$ cat src/rtl/aes_pkg.sv
// ---------------------------------------------------------------------------
// aes_pkg
// Shared Rijndael definitions for the round datapath.
//   aes_byte_t        8-bit state byte
//   NB_128/192/256    legal state column counts
//   shift_offset()    ShiftRows row offset for a given NB and row
//   nb_is_legal()     elaboration-time NB check
//   byte_parity()     even-parity bit of one state byte
// ---------------------------------------------------------------------------
package aes_pkg;

  typedef logic [7:0] aes_byte_t;

  localparam int NB_128 = 4;
  localparam int NB_192 = 6;
  localparam int NB_256 = 8;

  // Rijndael row offsets: 0,1,2,3 for 128/192-bit blocks and 0,1,3,4 for
  // 256-bit blocks, where rows 2 and 3 skip one column further.
  function automatic int shift_offset(input int nb, input int row);
    if (nb == NB_256 && row >= 2) begin
      return row + 1;
    end
    return row;
  endfunction

  function automatic bit nb_is_legal(input int nb);
    return (nb == NB_128) || (nb == NB_192) || (nb == NB_256);
  endfunction

  // Even parity: the returned bit makes the byte plus parity even.
  function automatic logic byte_parity(input aes_byte_t b);
    return ^b;
  endfunction

endpackage

$ cat src/rtl/rijndael_shift_rows_perm.sv
// ---------------------------------------------------------------------------
// rijndael_shift_rows_perm
// Purely combinational ShiftRows / InvShiftRows byte permutation.
// Byte k of the state sits at data[DW-1-8k -: 8]; row = k mod 4 and
// column = k div 4.
// Ports:
//   data       in   DW   input state
//   inv        in   1    0 = forward ShiftRows, 1 = InvShiftRows
//   perm_data  out  DW   permuted state, same byte layout
// ---------------------------------------------------------------------------
module rijndael_shift_rows_perm
  import aes_pkg::*;
#(
  parameter int NB = 4
) (
  input  logic [32*NB-1:0] data,
  input  logic             inv,
  output logic [32*NB-1:0] perm_data
);

  localparam int DW = 32*NB;

  logic [DW-1:0] fwd;
  logic [DW-1:0] bwd;

  // Both directions are pure wiring; only the final select costs logic.
  for (genvar c = 0; c < NB; c++) begin : g_col
    for (genvar r = 0; r < 4; r++) begin : g_row
      localparam int OFF   = shift_offset(NB, r);
      localparam int DST   = r + 4*c;
      localparam int SRC_F = r + 4*((c + OFF) % NB);
      localparam int SRC_I = r + 4*((c - OFF + NB) % NB);
      assign fwd[DW-1-8*DST -: 8] = data[DW-1-8*SRC_F -: 8];
      assign bwd[DW-1-8*DST -: 8] = data[DW-1-8*SRC_I -: 8];
    end
  end

  assign perm_data = inv ? bwd : fwd;

endmodule

$ cat src/rtl/rijndael_shift_rows_pipe.sv
// ---------------------------------------------------------------------------
// rijndael_shift_rows_pipe
// Elastic, pipelined ShiftRows / InvShiftRows unit for NB = 4, 6 or 8
// (128/192/256-bit blocks). The permutation is applied combinationally on
// acceptance and the result is carried through PIPE_DEPTH valid/data/tag
// stages with collapsing bubbles.
// Optional feature macro: SHIFTROWS_PARITY_EN adds per-byte even parity
// carried with the data and the sticky par_err output.
// Ports:
//   clk        in   1      clock, rising edge
//   rst        in   1      asynchronous active-high reset
//   in_valid   in   1      input beat present
//   in_ready   out  1      input beat accepted this cycle if in_valid
//   in_data    in   DW     input state
//   in_inv     in   1      0 = ShiftRows, 1 = InvShiftRows (per beat)
//   in_tag     in   TAG_W  sideband carried with the beat
//   out_valid  out  1      output beat present
//   out_ready  in   1      downstream accepts the beat
//   out_data   out  DW     permuted state
//   out_tag    out  TAG_W  tag of the output beat
//   par_err    out  1      sticky parity error (SHIFTROWS_PARITY_EN only)
// ---------------------------------------------------------------------------
module rijndael_shift_rows_pipe
  import aes_pkg::*;
#(
  parameter int NB         = 4,
  parameter int PIPE_DEPTH = 2,
  parameter int TAG_W      = 4
) (
  input  logic             clk,
  input  logic             rst,
  input  logic             in_valid,
  output logic             in_ready,
  input  logic [32*NB-1:0] in_data,
  input  logic             in_inv,
  input  logic [TAG_W-1:0] in_tag,
  output logic             out_valid,
  input  logic             out_ready,
  output logic [32*NB-1:0] out_data,
  output logic [TAG_W-1:0] out_tag
`ifdef SHIFTROWS_PARITY_EN
  ,
  output logic             par_err
`endif
);

  localparam int DW     = 32*NB;
  localparam int NBYTES = 4*NB;
  localparam int LAST   = PIPE_DEPTH - 1;

  if (!nb_is_legal(NB)) begin : g_bad_nb
    $error("rijndael_shift_rows_pipe: NB must be 4, 6 or 8");
  end

  if (PIPE_DEPTH < 1 || PIPE_DEPTH > 4) begin : g_bad_depth
    $error("rijndael_shift_rows_pipe: PIPE_DEPTH must be in 1..4");
  end

  logic [DW-1:0]         perm_data;
  logic [PIPE_DEPTH-1:0] stg_v;
  logic [PIPE_DEPTH-1:0] go;
  logic [DW-1:0]         stg_data [PIPE_DEPTH];
  logic [TAG_W-1:0]      stg_tag  [PIPE_DEPTH];

  rijndael_shift_rows_perm #(.NB(NB)) u_perm (
    .data      (in_data),
    .inv       (in_inv),
    .perm_data (perm_data)
  );

`ifdef SHIFTROWS_PARITY_EN
  logic [NBYTES-1:0] stg_par [PIPE_DEPTH];
  logic [DW-1:0]     par_spread;
  logic [DW-1:0]     par_spread_perm;
  logic [NBYTES-1:0] in_par;
  logic [NBYTES-1:0] out_par;

  // Each parity bit is parked in the LSB of a byte-sized slot so that the
  // same permutation block moves it exactly like its data byte.
  always_comb begin
    par_spread = '0;
    for (int k = 0; k < NBYTES; k++) begin
      par_spread[DW-8-8*k] = byte_parity(in_data[DW-1-8*k -: 8]);
    end
  end

  rijndael_shift_rows_perm #(.NB(NB)) u_par_perm (
    .data      (par_spread),
    .inv       (in_inv),
    .perm_data (par_spread_perm)
  );

  // Only the slot LSB can be set, so reducing the whole slot is equivalent.
  always_comb begin
    in_par = '0;
    for (int k = 0; k < NBYTES; k++) begin
      in_par[k] = ^par_spread_perm[DW-1-8*k -: 8];
    end
  end

  always_comb begin
    out_par = '0;
    for (int k = 0; k < NBYTES; k++) begin
      out_par[k] = byte_parity(out_data[DW-1-8*k -: 8]);
    end
  end

  always_ff @(posedge clk or posedge rst) begin
    if (rst) begin
      par_err <= 1'b0;
    end else if (out_valid && out_ready && (out_par != stg_par[LAST])) begin
      par_err <= 1'b1;
    end
  end
`endif

  // Stage i may load when the output is being taken or any stage from i to
  // the end is empty; this is the unrolled ready chain, so bubbles collapse.
  for (genvar i = 0; i < PIPE_DEPTH; i++) begin : g_go
    assign go[i] = out_ready || !(&stg_v[LAST:i]);
  end

  for (genvar i = 0; i < PIPE_DEPTH; i++) begin : g_stg
    logic             v;
    logic [DW-1:0]    data;
    logic [TAG_W-1:0] tag;
    logic             nxt_v;
    logic [DW-1:0]    nxt_data;
    logic [TAG_W-1:0] nxt_tag;
`ifdef SHIFTROWS_PARITY_EN
    logic [NBYTES-1:0] par;
    logic [NBYTES-1:0] nxt_par;
`endif

    if (i == 0) begin : g_head
      assign nxt_v    = in_valid;
      assign nxt_data = perm_data;
      assign nxt_tag  = in_tag;
`ifdef SHIFTROWS_PARITY_EN
      assign nxt_par  = in_par;
`endif
    end else begin : g_body
      assign nxt_v    = stg_v[i-1];
      assign nxt_data = stg_data[i-1];
      assign nxt_tag  = stg_tag[i-1];
`ifdef SHIFTROWS_PARITY_EN
      assign nxt_par  = stg_par[i-1];
`endif
    end

    // Payload only moves with a valid beat, which keeps a stalled or empty
    // stage's data untouched.
    always_ff @(posedge clk or posedge rst) begin
      if (rst) begin
        v    <= 1'b0;
        data <= '0;
        tag  <= '0;
`ifdef SHIFTROWS_PARITY_EN
        par  <= '0;
`endif
      end else if (go[i]) begin
        v <= nxt_v;
        if (nxt_v) begin
          data <= nxt_data;
          tag  <= nxt_tag;
`ifdef SHIFTROWS_PARITY_EN
          par  <= nxt_par;
`endif
        end
      end
    end

    assign stg_v[i]    = v;
    assign stg_data[i] = data;
    assign stg_tag[i]  = tag;
`ifdef SHIFTROWS_PARITY_EN
    assign stg_par[i]  = par;
`endif
  end

  assign in_ready  = go[0];
  assign out_valid = stg_v[LAST];
  assign out_data  = stg_data[LAST];
  assign out_tag   = stg_tag[LAST];

endmodule

$ cat config.mk
export PLATFORM = sky130hd
export DESIGN_NAME = rijndael_shift_rows_pipe
export DESIGN_NICKNAME = d
export VERILOG_FILES = /design/src/rtl/aes_pkg.sv /design/src/rtl/rijndael_shift_rows_perm.sv /design/src/rtl/rijndael_shift_rows_pipe.sv
export SDC_FILE = /design/constraint.sdc
export NUM_CORES = 1
export LEC_CHECK = 0
export BUFFER_PORTS_ARGS = -buffer_cell sky130_fd_sc_hd__buf_4
export CAP_MARGIN = 5
export CORE_ASPECT_RATIO = 1.1
export CORE_UTILIZATION = 35
export CTS_BUF_LIST = sky130_fd_sc_hd__clkbuf_2 sky130_fd_sc_hd__clkbuf_4 sky130_fd_sc_hd__clkbuf_8
export DETAILED_ROUTE_END_ITERATION = 10
export GPL_TIMING_DRIVEN = 0
export PLACE_DENSITY = 0.66
export SYNTH_ARGS = -nofsm -noshare
export SYNTH_HDL_FRONTEND = slang
export SYNTH_SLANG_ARGS = --single-unit
$ cat constraint.sdc
create_clock -name clk -period 25.6 [get_ports clk]
set_input_delay 5.12 -clock clk [delete_from_list [all_inputs] [get_ports clk]]
set_output_delay 5.12 -clock clk [all_outputs]
set_load 0.005 [all_outputs]
==> impl_table.tex <==
\begin{tabular}{lr}
\hline
Metric & Value \\
\hline
\multicolumn{2}{l}{\textbf{Yosys}} \\
\quad EDFF count, synth & 0 \\
\quad Area share of the largest cell type after synthesis & 60.8\% \\
\quad Post-synth design cell area & 0.0110 sq mm \\
\quad Yosys warning count & 0 \\
\quad Most repeated cell in the gate-level netlist after synthesis & dfrtp\_1 \\
\quad Post-synthesis sequential area ratio & 60.8\% \\
\quad Cell type with the highest aggregate area in the netlist & dfrtp\_1 \\
\quad Synth top area cells & dfrtp\_1 (61\%), mux2\_4 (11\%), mux2\_2 (10\%), mux2i\_1 (5.8\%), a31oi\_1 (3.7\%) \\
\quad Async S/R FF share, synth & 100\% \\
\quad Synthesized area per cell & 15.2 sq um \\
\quad Flip-flop and latch count after synthesis & 266 \\
\quad Ys flop type & dfrtp\_1 \\
\quad Top cells by instance count after synthesis & dfrtp\_1 (266), mux2\_2 (100), mux2\_4 (80) \\
\quad Number of distinct library cell variants in the gate-level netlist after synthesis & 17 \\
\quad Post-Synthesis Cells & 721 \\
\quad Syn Nets & 858 \\
\multicolumn{2}{l}{\textbf{Place}} \\
\quad Number of instances in the placed design & 1406 \\
\quad Placer congestion estimate & 0.701 \\
\quad Dpl hpwl & 20.3 mm \\
\quad Post-placement cell area & 0.0136 sq mm \\
\quad Buffers added on ports & 269 \\
\multicolumn{2}{l}{\textbf{STA}} \\
\quad Post-route minimum period & 11.38 ns \\
\quad Layout Skew & 0.0269 ns \\
\quad Final worst-path cycle share & 44.5\% \\
\quad Accumulated negative setup slack & 0 ns \\
\quad Number of setup violations in the final report & 0 \\
\quad Slew HR & 58.2\% \\
\quad Number of pins with negative max-slew slack in the final report & 0 \\
\quad Unrepaired setup endpoints after global routing & no \\
\quad Hold Fails Final Rpt & 0 \\
\quad Slew at the pin with the worst max-slew slack & 0.627 ns \\
\quad Fmax & 0.0878 GHz \\
\multicolumn{2}{l}{\textbf{Routing}} \\
\quad Metal3 WL & 2.25 mm \\
\quad Remaining antenna violation count after routing & 0 \\
\quad Top Metal Used & met4 \\
\quad Total met2 wirelength after detailed routing & 13.5 mm \\
\quad Final wirelength & 28.7 mm \\
\quad Vias per Instance & 4.80 \\
\quad Met1 layer wirelength in the final routing & 12.1 mm \\
\quad Vias after detailed routing & 7143 \\
\quad Per-cell routed wire length & 19.3 um \\
\quad Number of violations reported at the end of detailed-routing iteration 0 & 236 \\
\quad DRC viols & 0 \\
\quad Pre-antenna DRT Iters & 4 \\
\multicolumn{2}{l}{\textbf{Clock network}} \\
\quad Clock transition at the registers of the reported paths & 0.06 ns \\
\quad Number of buffers added by the clock tree synthesis step & 47 \\
\quad Deepest clock path buffer count & 3 \\
\quad Number of levels in the clock H-tree & 2 \\
\quad Source-to-sink clock delay at the later pin of the worst-skew pair & 0.56 ns \\
\quad Post-CTS setup repair buffer count & 0 \\
\quad TritonCTS clock tree & built \\
\quad CTS Hold Bufs & 0 \\
\quad Buffer cell driving the clock tree root & clkbuf\_8 \\
\quad Post-cts gate resize count & 0 \\
\quad Number of clock sinks & 266 \\
\multicolumn{2}{l}{\textbf{Setup path}} \\
\quad Category of the most critical setup path & in2out \\
\quad Most common cell on crit path & buf\_4 \\
\quad Cell chain of the critical path & buf\_4, nand3b\_2, buf\_2, clkbuf\_1, buf\_4 \\
\quad Stages on the worst setup path & 5 \\
\quad Largest fanout of any net on the critical path & 10 \\
\quad Worst Path Arrival & 6.26 ns \\
\quad Kind of end point of the critical path & output port \\
\quad Standard cell with the maximum stage delay on the critical path & clkbuf\_1 \\
\quad Endpoint required time on the critical path & 20.48 ns \\
\quad Bufs and invs on worst path & 4 \\
\quad Critical Path Max Stage Delay & 0.43 ns \\
\quad R2r worst-path depth & 4 \\
\quad Startpoint class of the critical path & input pin \\
\quad Gate family responsible for the most delay along the worst path & buffers and inverters \\
\multicolumn{2}{l}{\textbf{Floorplanning}} \\
\quad Num ports & 271 \\
\quad Initial cell density of the core & 35.8\% \\
\quad Die width & 171 um \\
\quad Chip height & 188 um \\
\quad Site Rows & 67 \\
\quad Core footprint & 0.0306 sq mm \\
\quad Die Outline Area & 0.0320 sq mm \\
\multicolumn{2}{l}{\textbf{Power and ir drop}} \\
\quad Peak supply drop & 54.7 uV \\
\quad Leakage & 6.81 nW \\
\quad Pwr Density & 86.2 mW/mm\^{}2 \\
\quad Total power consumption of the routed design & 1.26 mW \\
\multicolumn{2}{l}{\textbf{GRT}} \\
\quad Number of antenna violations at the first check in global routing & 0 \\
\quad Via count of the first global-routing pass & 7866 \\
\quad Largest net degree at the start of global routing & 106 \\
\quad Global-route wire length before repair & 44.8 mm \\
\quad GRT Resource Usage Total & 18.1\% \\
\quad Remaining Overflow, GRT & 0 \\
\multicolumn{2}{l}{\textbf{Final layout}} \\
\quad Net count, final & 1178 \\
\quad Fin util & 47.7\% \\
\quad Ant. Diodes & 0 \\
\quad Filler-free cell count of the finished design & 1489 \\
\quad Area growth syn-to-layout & 33.1\% \\
\quad Share of final-layout standard cells stronger than drive strength 1 & 53.1\% \\
\quad Summed area of non-filler cells in the final layout & 0.0146 sq mm \\
\multicolumn{2}{l}{\textbf{Status}} \\
\quad Status & completed \\
\multicolumn{2}{l}{\textbf{Hold path}} \\
\quad Cell depth of the worst min-delay path & 1 \\
\quad Class of the tightest hold or removal check & reg2reg \\
\multicolumn{2}{l}{\textbf{Flow run}} \\
\quad Max-cap violation count & 0 \\
\hline
\end{tabular}
==> layout by cell type, fill, tap and decap left out <==
cell,instances
buf_2,18
inv_8,1
mux2_2,100
bufinv_16,1
clkinvlp_4,1
a21oi_1,64
buf_16,2
clkbuf_1,20
buf_4,273
nand2_1,1
mux2_1,20
mux2i_1,64
nand2b_1,3
buf_1,2
clkinv_2,3
clkinv_4,1
nand3b_2,1
a31oi_1,64
dfrtp_1,266
inv_6,1
clkbuf_4,14
buf_6,12
mux2_4,80
clkbuf_8,62
nand2_2,1
==> cell type report <==
cell class / instances / area [sq um]
flip-flops and latches: 266 / 6660
clock inverters: 7 / 70.1
inverters: 1 / 11.3
clock buffers: 76 / 958
well taps: 414 / 518
fillers: 2778 / 16000
plain buffers: 56 / 338
multi-input cells: 398 / 3950
repair buffers: 271 / 2070
==> worst register-to-register path: cells and delay by family, from the launching register on <==
family	cells	cell delay [ns]
compound gates	1	0.18
buf+inv	2	0.75
flops	1	0.41
simple gates	1	0.17
==> cell families (layout without fill, tap and decap cells) <==
group / after synthesis / after routing / share of synthesized area [%]
AO/OA/AOI/OAI: 128 / 128 / 6.58
buffers and inverters: 57 / 411 / 3.12
flip-flops: 266 / 266 / 60.8
multiplexers: 264 / 264 / 29.2
AND/OR/NAND/NOR: 6 / 6 / 0.366
==> routing by layer <==
| metal | vias up | GRT usage (%) |
|---|---|---|
| met5 | - | 0 |
| met4 | 0 | 6.17 |
| met3 | 71 | 5.40 |
| met2 | 246 | 29.8 |
| met1 | 3545 | 22.5 |
| li1 | 3281 | - |
==> worst paths after layout <==
kind | start | to | slack, ns
hold reg to reg | g_stg[0].data[115] | out_data[115] | 0.49
hold / removal | g_stg[0].data[115] | out_data[115] | 0.49
min in group asynchronous | rst | out_data[86] | 4.61
setup / recovery | out_ready | in_ready | 14.22
setup reg to reg | g_stg[0].v | g_stg[0].data[48] | 23.93
max in group asynchronous | rst | out_data[122] | 20.08
==> flip-flops by register name, indices dropped and copies added, names as in the netlist <==
signal	flops
g_stg.tag	4
out_tag	4
g_stg.data	128
out_data	128
g_stg.v	1
out_valid	1
==> report_power, final <==
part           switching (mW)  internal, mW
clock network           0.175         0.247
logic                   0.104         0.175
registers              0.0479         0.507
total                   0.328         0.929
==> through the flow <==
step	setup slack [ns]	hold WS (ns)
6_report	14.22	0.490
5_1_grt	14.10	0.502
4_1_cts	14.18	0.477
3_5_place_dp	14.19	0.483
3_3_place_gp	10.04	0.473
2_1_floorplan	13.15	0.464
(Power assumes the default switching activity.)
